### src/rtl/uart_arb_pkg.sv
// Shared types and defaults for the uart_tx byte arbiter.
package uart_arb_pkg;

  typedef enum logic [1:0] {
    IDLE  = 2'd0,
    START = 2'd1,
    DRAIN = 2'd2
  } arb_state_e;

  localparam int NUM_REQ_DEFAULT       = 4;
  localparam int START_TIMEOUT_DEFAULT = 16;
  localparam int TO_CNT_W              = 8;

  // Index width for a requester count, never narrower than one bit.
  function automatic int idx_width(input int n);
    return (n > 1) ? $clog2(n) : 1;
  endfunction

endpackage

### src/rtl/rr_arbiter.sv
// Round-robin pick: search starts one past the last advanced index; pointer resets to N-1.
// Combinational grant, pointer updates on advance_i.
module rr_arbiter
  import uart_arb_pkg::*;
#(
  parameter int N  = NUM_REQ_DEFAULT,
  parameter int IW = idx_width(N)
) (
  input  logic          clk,
  input  logic          rst_n,
  input  logic [N-1:0]  req_i,
  input  logic          advance_i,
  output logic [N-1:0]  gnt_o,
  output logic [IW-1:0] idx_o
);

  localparam logic [IW-1:0] PTR_RST = IW'(N - 1);

  logic [IW-1:0] last_q, last_d;
  logic          found;
  int            j;

  always_comb begin
    gnt_o = '0;
    idx_o = '0;
    found = 1'b0;
    j     = 0;
    for (int off = 1; off <= N; off++) begin
      j = int'(last_q) + off;
      if (j >= N) j = j - N;
      if (!found && req_i[j[IW-1:0]]) begin
        gnt_o[j[IW-1:0]] = 1'b1;
        idx_o            = j[IW-1:0];
        found            = 1'b1;
      end
    end
  end

  assign last_d = advance_i ? idx_o : last_q;

  always_ff @(posedge clk or negedge rst_n) begin
    if (!rst_n) last_q <= PTR_RST;
    else        last_q <= last_d;
  end

endmodule

### src/rtl/uart_tx_arbiter.sv
// Round-robin share of one uart_tx among NUM_REQ byte sources; tx_start one cycle after accept.
// req_ready held low while tx_busy is high or a byte is in flight; UART_ARB_START_TIMEOUT_EN adds a start timeout.
module uart_tx_arbiter
  import uart_arb_pkg::*;
#(
  parameter int NUM_REQ       = NUM_REQ_DEFAULT,
  parameter int START_TIMEOUT = START_TIMEOUT_DEFAULT
) (
  input  logic                            clk,
  input  logic                            rst_n,
  input  logic [NUM_REQ-1:0]              req_valid,
  input  logic [8*NUM_REQ-1:0]            req_data,
  output logic [NUM_REQ-1:0]              req_ready,
  output logic                            tx_start,
  output logic [7:0]                      tx_data,
  input  logic                            tx_busy,
  output logic [idx_width(NUM_REQ)-1:0]   grant_id,
  output logic                            timeout_err
);

  localparam int IW = idx_width(NUM_REQ);

  arb_state_e          state_q, state_d;
  logic [NUM_REQ-1:0]  rr_gnt;
  logic [IW-1:0]       rr_idx;
  logic                xfer;
  logic [7:0]          sel_byte;
  logic [7:0]          tx_data_q, tx_data_d;
  logic [IW-1:0]       grant_id_q, grant_id_d;
  logic                to_hit;

  // Gated by rst_n so no accept strobe can escape while reset is held.
  assign req_ready = (rst_n && (state_q == IDLE) && !tx_busy) ? rr_gnt : '0;
  assign xfer      = |(req_valid & req_ready);

  rr_arbiter #(
    .N  (NUM_REQ),
    .IW (IW)
  ) u_rr (
    .clk       (clk),
    .rst_n     (rst_n),
    .req_i     (req_valid),
    .advance_i (xfer),
    .gnt_o     (rr_gnt),
    .idx_o     (rr_idx)
  );

  always_comb begin
    sel_byte = '0;
    for (int i = 0; i < NUM_REQ; i++) begin
      if (rr_gnt[i]) sel_byte = req_data[8*i +: 8];
    end
  end

`ifdef UART_ARB_START_TIMEOUT_EN
  localparam logic [TO_CNT_W-1:0] TO_LAST = TO_CNT_W'(START_TIMEOUT - 1);

  logic [TO_CNT_W-1:0] to_cnt_q, to_cnt_d;
  logic                to_err_q;

  assign to_hit   = (state_q == START) && !tx_busy && (to_cnt_q == TO_LAST);
  assign to_cnt_d = ((state_q == START) && !tx_busy && !to_hit) ? to_cnt_q + 1'b1 : '0;

  always_ff @(posedge clk or negedge rst_n) begin
    if (!rst_n) begin
      to_cnt_q <= '0;
      to_err_q <= 1'b0;
    end else begin
      to_cnt_q <= to_cnt_d;
      to_err_q <= to_hit;
    end
  end

  assign timeout_err = to_err_q;
`else
  assign to_hit      = 1'b0;
  assign timeout_err = 1'b0;
`endif

  always_comb begin
    state_d    = state_q;
    tx_data_d  = tx_data_q;
    grant_id_d = grant_id_q;
    unique case (state_q)
      IDLE: begin
        if (xfer) begin
          state_d    = START;
          tx_data_d  = sel_byte;
          grant_id_d = rr_idx;
        end
      end
      START: begin
        if (tx_busy)     state_d = DRAIN;
        else if (to_hit) state_d = IDLE;
      end
      DRAIN: begin
        if (!tx_busy) state_d = IDLE;
      end
      default: state_d = IDLE;
    endcase
  end

  always_ff @(posedge clk or negedge rst_n) begin
    if (!rst_n) begin
      state_q    <= IDLE;
      tx_data_q  <= '0;
      grant_id_q <= '0;
    end else begin
      state_q    <= state_d;
      tx_data_q  <= tx_data_d;
      grant_id_q <= grant_id_d;
    end
  end

  // Decoded from state so reset drops it asynchronously with the state register.
  assign tx_start = (state_q == START);
  assign tx_data  = tx_data_q;
  assign grant_id = grant_id_q;

endmodule

### config.mk
export PLATFORM = sky130hd
export DESIGN_NAME = uart_tx_arbiter
export DESIGN_NICKNAME = d
export VERILOG_FILES = /design/src/rtl/uart_arb_pkg.sv /design/src/rtl/rr_arbiter.sv /design/src/rtl/uart_tx_arbiter.sv
export SDC_FILE = /design/constraint.sdc
export NUM_CORES = 1
export LEC_CHECK = 0
export ABC_CLOCK_PERIOD_IN_PS = 5940
export CAP_MARGIN = 20
export CELL_PAD_IN_SITES_DETAIL_PLACEMENT = 0
export CELL_PAD_IN_SITES_GLOBAL_PLACEMENT = 2
export CORE_MARGIN = 2
export CORE_UTILIZATION = 27
export CTS_CLUSTER_SIZE = 12
export DETAILED_ROUTE_END_ITERATION = 8
export PLACE_DENSITY_LB_ADDON = 0.1
export SLEW_MARGIN = 20
export SYNTH_ARGS = -nofsm -noshare
export SYNTH_HDL_FRONTEND = slang
export SYNTH_HIERARCHICAL = 1
export SYNTH_SLANG_ARGS = --single-unit
### constraint.sdc
create_clock -name clk -period 5.94 [get_ports clk]
set_input_delay 0.594 -clock clk [delete_from_list [all_inputs] [get_ports clk]]
set_output_delay 0.594 -clock clk [all_outputs]
set_load 0.1 [all_outputs]
==> results of run 1 <==
## how the worst min path moves through the flow
stage                                       from                 endpoint  depth (start not counted)
final                     tx_data[4]$_DFFE_PN0P_   tx_data[4]$_DFFE_PN0P_                          2
after global routing      tx_data[7]$_DFFE_PN0P_   tx_data[7]$_DFFE_PN0P_                          2
after CTS                 tx_data[4]$_DFFE_PN0P_   tx_data[4]$_DFFE_PN0P_                          2
after detailed placement  tx_data[4]$_DFFE_PN0P_   tx_data[4]$_DFFE_PN0P_                          2
after global placement    tx_data[6]$_DFFE_PN0P_   tx_data[6]$_DFFE_PN0P_                          2
after floorplan                            rst_n  grant_id[0]$_DFFE_PN0P_                          0
## registers in the layout (all words and copies together), names as in the netlist
signal	count
tx_data	8
grant_id	2
u_rr/last_q	2
state_q	2
## power groups by stage
stage | combinational, uW | clock, uW | sequential, uW
final | 999 | 93.2 | 197
after global routing | 1080 | 105 | 205
after CTS | 1000 | 95.8 | 196
after detailed placement | 1000 | 0 | 196
after global placement | 1000 | 0 | 194
after floorplan | 554 | 0 | 407
## layer usage
| metal | global-route usage | vias up | part of all wire |
|---|---|---|---|
| li1 | - | 708 | - |
| met1 | 0.2179 | 698 | 0.51 |
| met2 | 0.2292 | 43 | 0.45 |
| met3 | 0.02725 | 2 | 0.044 |
| met4 | 0.02545 | 0 | 0.0033 |
| met5 | 0 | - | 0 |
## stage by stage
step / worst slack (ns) / cells
floorplan: 2.075 / 161
global placement: 1.569 / 274
detailed placement: 1.504 / 274
CTS: 1.263 / 278
global route: 0.9693 / 278
finish: 1.232 / 278
## layout by cell type (no fill, tap or decap), types with 6 or more instances in the layout
master	instances
nand2_1	16
o31ai_1	9
dfrtp_1	12
ha_1	8
nor2_1	10
and3_1	7
clkdlybuf4s50_1	53
nand2b_1	6
a221oi_1	8
o22ai_1	13
## worst reg2reg max path, delay by kind of cell (launching register included)
family,cells,cell delay (ns)
buffers and inverters,2,0.52
and+or+nand+nor,1,0.17
AOI/OAI and AO/OA,6,2.08
DFF,1,0.70
adders and majority gates,1,0.66
## cell type report
cell class | instances | share of cell area
clock buffers | 4 | 0.02703
inverters | 7 | 0.01290
multi-input cells | 128 | 0.4760
flip-flops and latches | 14 | 0.1732
well taps | 70 | 0.04300
repair buffers | 55 | 0.2678
## kinds of logic (layout without fill, tap and decap cells)
group | after synthesis | in the layout | synth area share
AO/OA/AOI/OAI | 52 | 52 | 0.2769
adder cells (fa/ha/maj) | 8 | 8 | 0.07055
buffers and inverters | 19 | 66 | 0.06790
flip-flops | 14 | 14 | 0.2487
multiplexers | 11 | 11 | 0.1155
other | 1 | 1 | 0.002643
AND/OR/NAND/NOR | 56 | 56 | 0.2178
==> flow_summary.ini, run 1 <==
[sta]
hold_viol = 0
finalCritPeriodShare = 0.7926
slew_headroom = 0.3400
fin_setup_tns_ns = 0
grt_setup_unrepaired = false
hold_ws_ns = 0.4750
min_period_ns = 4.708
setup_viol = 0
worst_pin_slew_ns = 0.9869
max_freq_mhz = 212.4
slew_violations = 0
fin_skew_ns = 0.005332

[floorplanning]
dieArea_um2 = 5851
rows = 26
initial_core_util = 0.2796
die_h_um = 76.49
die_w_um = 76.49
core_region_area_um2 = 5075
io_pins = 55

[logic_synthesis]
synth-seq-cells = 14
synth_nets = 208
synth_flop_cell = dfrtp_1
syn-instance-count = 161
yosys.cell_types.count = 48
yosysWarnings = 6
ys_seq_area_frac = 0.2487
synthTopCellsByCount = nand2_1 (16), o22ai_1 (13), dfrtp_1 (12)
yosysTopAreaCell = dfrtp_1
synth_top_cell_area_share = 0.2116
async_flop_share = 1.000
synth_area_um2 = 1419
synth_edf_count = 0
yosys.cell_count.top_type = nand2_1
syn_avg_cell_area_um2 = 8.813
synthTopCellsByArea = dfrtp_1 (21%), ha_1 (7.1%), o22ai_1 (5.7%), a221oi_1 (4.9%), o31ai_1 (4.8%)

[setup_path]
critPathMaxFanout = 15
cp.required_ns = 5.35
crit_type = reg -> out
slowest_delay_ns = 1.14
r2r_slack_ns = 1.74
rr_worst_depth = 10
rr_startpoint = u_rr/last_q[1]$_DFFE_PN1P_
crit_start = u_rr/last_q[1]$_DFFE_PN1P_
critical_path_buf_inv_count = 2
crit_family = buffers and inverters
endpoint_kind = output port
start_kind = register
critPathCapture = req_ready[3]
worstPathArrival_ns = 4.11
cp_num_cells = 7
crit_slowest_cell = clkdlybuf4s50_1
path_cells = clkinv_1 > ha_1 > mux2i_1 > a2111oi_0 > o2bb2ai_1 > and2_1 > clkdlybuf4s50_1
rr_endpoint = u_rr/last_q[0]$_DFFE_PN1P_

[global_routing]
grt-ovfl-total = 0
grt_max_degree = 21
grt_pass1_vias = 1426
grt_usage = 0.1486
grt_pass1_wl_um = 7176
antenna_found_initial = 0

[routing]
routed_wl_um = 4289
drc = 0
drtIter0Drc = 90
ant_nets = 0
wl_per_cell_um = 15.43
vias_per_cell = 5.219
vias = 1451
drt_first_pass_iters = 4

[clock_tree]
insertion_delay_ns = 0.25
cts_hold_buffers = 0
numCtsBuffers = 3
cts_resized = 0
h-tree-depth = 1
cts_sinks = 14
postCtsSetupRepairBufs = 0
cts.clk_slew.worst_paths_ns = 0.06
clk_path_buf_depth = 2
root_buffer = clkbuf_8
cts_tree = done

[power]
power.internal_uw = 532.6
clkPwrFrac = 0.072
p_total_uw = 1290
cellPowerDensity_nw_per_um2 = 633.3
swShare = 0.5871
irDropWorstVdd_v = 0.0003215
leakage_uw = 0.0008621
p_seq_frac = 0.153
power.switching_uw = 757.5
comb_power_share = 0.775

[placement]
portBuffers = 53
dpl-instance-area_um2 = 1982
hpwl_um = 3335
routabilityCongestion = 0.8681

[min_path]
min_path_type = reg -> reg

[run_status]
status = finished clean

[finish]
fin_util = 0.4014
fillers = 521
insertedDiodeCount = 0
drive_gt1_frac = 0.08173
area_growth_syn_to_layout_pct = 43.56
multi_input_area_um2 = 969.7
fin_area_um2 = 2037
register_area_um2 = 352.8
layout.nets = 256

[run]
maxCapViolations = 0
Note: power is estimated with default switching activity, not from simulation.
==> run 2: changes to the inputs <==
--- a/config.mk
+++ b/config.mk
@@ -5,12 +5,12 @@
 export SDC_FILE = /design/constraint.sdc
 export NUM_CORES = 1
 export LEC_CHECK = 0
-export ABC_CLOCK_PERIOD_IN_PS = 5940
+export ABC_CLOCK_PERIOD_IN_PS = 4000
 export CAP_MARGIN = 20
 export CELL_PAD_IN_SITES_DETAIL_PLACEMENT = 0
 export CELL_PAD_IN_SITES_GLOBAL_PLACEMENT = 2
 export CORE_MARGIN = 2
-export CORE_UTILIZATION = 27
+export CORE_UTILIZATION = 22
 export CTS_CLUSTER_SIZE = 12
 export DETAILED_ROUTE_END_ITERATION = 8
 export PLACE_DENSITY_LB_ADDON = 0.1
==> constraint.sdc (replaced) <==
create_clock -name clk -period 4 [get_ports clk]
set_input_delay 0.4 -clock clk [delete_from_list [all_inputs] [get_ports clk]]
set_output_delay 0.4 -clock clk [all_outputs]
set_load 0.1 [all_outputs]
==> run 2 against run 1 <==
  * Clock power increased by 28%
  * Sequential power increased by 36%
  * Cell area increased by 3.7%
  * Total power increased by 51%
  * Global-route usage decreased by 1.4 points
  * Flip-flop and latch count unchanged
  * Worst setup slack got worse by 0.59 ns
  * Die area increased by 21%
  * Critical path type unchanged
==> flow_summary.ini, run 2 (synthesized netlist as in run 1, its figures left out) <==
[finish]
fillers = 661
insertedDiodeCount = 0
multi_input_area_um2 = 969.7
layout.cells.most_common_list = clkdlybuf4s50_1 (49), nand2_1 (16), buf_4 (15)
final_common_cell = clkdlybuf4s50_1
layout.nets = 266
drive_gt1_frac = 0.1376
area_growth_syn_to_layout_pct = 48.94
register_area_um2 = 352.8
largest_reg_flops = 8

[routing]
drt_first_pass_iters = 4
drtIter0Drc = 59
drc = 0
vias = 1474
ant_nets = 0
wl_per_cell_um = 15.63
vias_per_cell = 4.997
routed_wl_um = 4612

[floorplanning]
rows = 29
initial_core_util = 0.2260
core_region_area_um2 = 6277
dieArea_um2 = 7107
die_w_um = 84.31
die_h_um = 84.31
io_pins = 55

[clock_tree]
numCtsBuffers = 3
cts_sinks = 14
cts_resized = 0
insertion_delay_ns = 0.24
h-tree-depth = 1
postCtsSetupRepairBufs = 0
clk_path_buf_depth = 2
root_buffer = clkbuf_8
cts_tree = done
cts.clk_slew.worst_paths_ns = 0.06
cts_hold_buffers = 0

[sta]
fin_setup_tns_ns = 0
worst_pin_slew_ns = 0.9835
finalCritPeriodShare = 0.8385
slew_violations = 0
slew_headroom = 0.3423
grt_setup_unrepaired = false
hold_viol = 0
hold_ws_ns = 0.4789
setup_viol = 0
fin_skew_ns = 0.002238
min_period_ns = 3.354
max_freq_mhz = 298.1

[run]
maxCapViolations = 0

[setup_path]
slowest_delay_ns = 0.67
cp.required_ns = 3.60
critical_path_buf_inv_count = 3
critPathMaxFanout = 15
endpoint_kind = output port
crit_family = flip-flops
crit_type = reg -> out
start_kind = register
path_cells = clkinv_1 > ha_1 > nand2b_1 > o22ai_1 > a2111oi_1 > o2bb2ai_1 > buf_4 > and2_1 > buf_12
crit_slowest_cell = dfstp_2
worstPathArrival_ns = 2.95

[power]
irDropWorstVdd_v = 0.0004216
leakage_uw = 0.0009132
cellPowerDensity_nw_per_um2 = 919.2
p_total_uw = 1943

[min_path]
min_path_type = in -> async

[global_routing]
grt_usage = 0.1351
antenna_found_initial = 0
grt-ovfl-total = 0
grt_pass1_wl_um = 7686
grt_pass1_vias = 1537
grt_max_degree = 17

[placement]
portBuffers = 53
hpwl_um = 3708
routabilityCongestion = 0.8647

[run_status]
status = finished clean
[run 2: cell types whose count changed in the layout (fill, tap and decap cells not counted)]
| cell | previous run | this run |
|---|---|---|
| buf_12 | 0 | 1 |
| clkdlybuf4s50_1 | 53 | 49 |
| clkbuf_1 | 0 | 1 |
| clkbuf_8 | 4 | 3 |
| buf_4 | 2 | 15 |
[run 2: worst paths after layout]
kind | startpoint | end | slack, ns | depth (start not counted)
setup / recovery | u_rr/last_q[1]$_DFFE_PN1P_ | req_ready[1] | 0.65 | 9
hold / removal | rst_n | tx_data[5]$_DFFE_PN0P_ | 0.48 | 2
setup reg to reg | u_rr/last_q[1]$_DFFE_PN1P_ | grant_id[1]$_DFFE_PN0P_ | 0.67 | 10
hold reg to reg | tx_data[2]$_DFFE_PN0P_ | tx_data[2]$_DFFE_PN0P_ | 0.48 | 2
max in group asynchronous | rst_n | u_rr/last_q[0]$_DFFE_PN1P_ | 3.27 | 2
min in group clk | tx_data[2]$_DFFE_PN0P_ | tx_data[2]$_DFFE_PN0P_ | 0.48 | 2
[run 2: per-layer routing]
metal	routed length, um	track usage
met5	0	0
met1	2045	0.1706
met2	2286	0.2345
met3	172	0.02557
met4	108	0.03812
[run 2: report_power, final]
part | total (uW) | leakage, uW | switching (uW) | internal, uW
Sequential | 267 | 0.000172 | 52.9 | 214
Combinational | 1560 | 0.000718 | 1030 | 527
Clock | 119 | 0.0000228 | 48.3 | 70.3
Total | 1940 | 0.000913 | 1130 | 811
[run 2: per-stage QoR]
step / cell area, um^2 / instances / worst slack, ns / util
5_1_grt: 2113 / 295 / 0.3385 / 0.3367
4_1_cts: 2113 / 295 / 0.6211 / 0.3367
3_5_place_dp: 2068 / 291 / 0.6698 / 0.3295
6_report: 2113 / 295 / 0.6459 / 0.3367
3_3_place_gp: 2068 / 291 / 0.7326 / 0.3295
2_1_floorplan: 1419 / 161 / 0.3287 / -
[run 2: worst register-to-register path: cells and delay by family (launching register included)]
family                     cells  cell delay (ns)
and+or+nand+nor                1             0.17
muxes                          1             0.30
AOI/OAI and AO/OA              5             1.19
adders and majority gates      1             0.57
DFF                            1             0.67
buffers and inverters          2             0.32
[run 2: layout make-up]
cell class,instances,area share
flip-flops and latches,14,0.1670
clock buffers,4,0.02131
repair buffers,65,0.2948
inverters,7,0.01243
well taps,77,0.04559
multi-input cells,128,0.4589
==> run 3: changes to the inputs <==
--- a/config.mk
+++ b/config.mk
@@ -5,12 +5,12 @@
 export SDC_FILE = /design/constraint.sdc
 export NUM_CORES = 1
 export LEC_CHECK = 0
-export ABC_CLOCK_PERIOD_IN_PS = 4000
+export ABC_CLOCK_PERIOD_IN_PS = 3100
 export CAP_MARGIN = 20
 export CELL_PAD_IN_SITES_DETAIL_PLACEMENT = 0
 export CELL_PAD_IN_SITES_GLOBAL_PLACEMENT = 2
 export CORE_MARGIN = 2
-export CORE_UTILIZATION = 22
+export CORE_UTILIZATION = 25
 export CTS_CLUSTER_SIZE = 12
 export DETAILED_ROUTE_END_ITERATION = 8
 export PLACE_DENSITY_LB_ADDON = 0.1
==> constraint.sdc (replaced) <==
create_clock -name clk -period 3.1 [get_ports clk]
set_input_delay 0.31 -clock clk [delete_from_list [all_inputs] [get_ports clk]]
set_output_delay 0.31 -clock clk [all_outputs]
set_load 0.1 [all_outputs]
==> run 3 against run 2 <==
  * Total power up 39%
  * Largest cell class unchanged
  * Core utilization up 7.0 points
  * Cell area up 5.9%
  * Clock-buffer cell count unchanged
==> flow_summary.ini, run 3 (synthesized netlist as in run 1, its figures left out) <==
[sta]
min_period_ns = 2.973
fin_skew_ns = 0.002529
hold_ws_ns = 0.4270
max_freq_mhz = 336.4
worst_pin_slew_ns = 0.9888
fin_ws_ns = 0.1274
slew_headroom = 0.3387
slew_violations = 0
hold_viol = 0
grt_setup_unrepaired = true
setup_viol = 0
finalCritPeriodShare = 0.9589

[finish]
area_growth_syn_to_layout_pct = 57.67
layout.nets = 274
drive_gt1_frac = 0.2035
layout.cells.most_common_list = clkdlybuf4s50_1 (48), buf_4 (21), nand2_1 (16)
insertedDiodeCount = 0
final_common_cell = clkdlybuf4s50_1
largest_reg_flops = 8
fin_util = 0.4063

[clock_tree]
cts.clk_slew.worst_paths_ns = 0.06
numCtsBuffers = 3
postCtsSetupRepairBufs = 0
insertion_delay_ns = 0.24
cts_sinks = 14
h-tree-depth = 1
cts_resized = 0
cts_tree = done
root_buffer = clkbuf_8
cts_hold_buffers = 0
clk_path_buf_depth = 2

[power]
leakage_uw = 0.0009738
irDropWorstVdd_v = 0.0006424
cellPowerDensity_nw_per_um2 = 1207

[routing]
routed_wl_um = 4562
vias_per_cell = 4.987
drtIter0Drc = 96
ant_nets = 0
vias = 1486
drt_first_pass_iters = 4
drc = 0
wl_per_cell_um = 15.31

[global_routing]
grt_pass1_vias = 1437
grt_max_degree = 18
grt_pass1_wl_um = 7307
grt_usage = 0.1463
grt-ovfl-total = 0
antenna_found_initial = 0

[placement]
portBuffers = 53
dpl_worst_slack_ns = 0.1396
routabilityCongestion = 0.8421
hpwl_um = 3659

[floorplanning]
core_region_area_um2 = 5507
initial_core_util = 0.2577
rows = 27
die_h_um = 79.34
dieArea_um2 = 6294
die_w_um = 79.34
io_pins = 55

[setup_path]
cp.required_ns = 2.79
crit_start = u_rr/last_q[1]$_DFFE_PN1P_
start_kind = register
critPathMaxFanout = 11
rr_startpoint = u_rr/last_q[1]$_DFFE_PN1P_
worstPathArrival_ns = 2.66
endpoint_kind = output port
crit_type = reg -> out
rr_worst_depth = 11

[run]
maxCapViolations = 0

[min_path]
min_path_type = in -> async

[run_status]
status = finished clean
## run 3: changes by cell type in the layout (fill, tap and decap cells not counted), sizes merged
cell and change:
clkdlybuf4s50 -1, buf +9
## run 3: metrics by stage
step | power [uW] | TNS, ns | area, um^2 | cells
2_1_floorplan | 1867 | 0 | 1440 | 161
3_3_place_gp | 2507 | 0 | 2175 | 294
3_5_place_dp | 2525 | 0 | 2175 | 294
4_1_cts | 2709 | 0 | 2230 | 298
5_1_grt | 2892 | -0.1336 | 2237 | 298
6_report | 2701 | 0 | 2237 | 298
## run 3: worst paths after layout
path	slack (ns)	to
worst max register to register	0.22	tx_data[3]$_DFFE_PN0P_
worst min-delay path	0.43	state_q[1]$_DFFE_PN0P_
max in group asynchronous	2.43	u_rr/last_q[0]$_DFFE_PN1P_
min in group clk	0.48	tx_data[0]$_DFFE_PN0P_
worst min register to register	0.48	tx_data[0]$_DFFE_PN0P_
worst max-delay path	0.13	req_ready[1]
## run 3: critical path: stages (launching register included)
cell	delay, ns
dfstp_2	0.53
clkinv_2	0.17
ha_4	0.38
buf_4	0.16
mux2_2	0.39
nor2_1	0.10
o2bb2ai_1	0.12
buf_4	0.20
and2_2	0.20
buf_12	0.16
## run 3: area by class of cell
type                    count  area (um^2)
repair buffers             73        718.2
well taps                  72        90.09
clock buffers               4        55.05
flip-flops and latches     14        352.8
multi-input cells         128        993.5
fillers                   551         3269
inverters                   7        27.53
## run 3: routing by layer
metal | track usage | wire, um | vias up
li1 | - | - | 738
met4 | 0.02414 | 12 | 0
met3 | 0.02955 | 163 | 2
met2 | 0.2373 | 2299 | 29
met1 | 0.2038 | 2085 | 717
met5 | 0 | 0 | -
## run 3: power by group
part | switching [uW] | internal [uW] | total [uW]
combinational | 1400 | 803 | 2200
clock | 62.1 | 112 | 174
sequential | 49.1 | 275 | 325
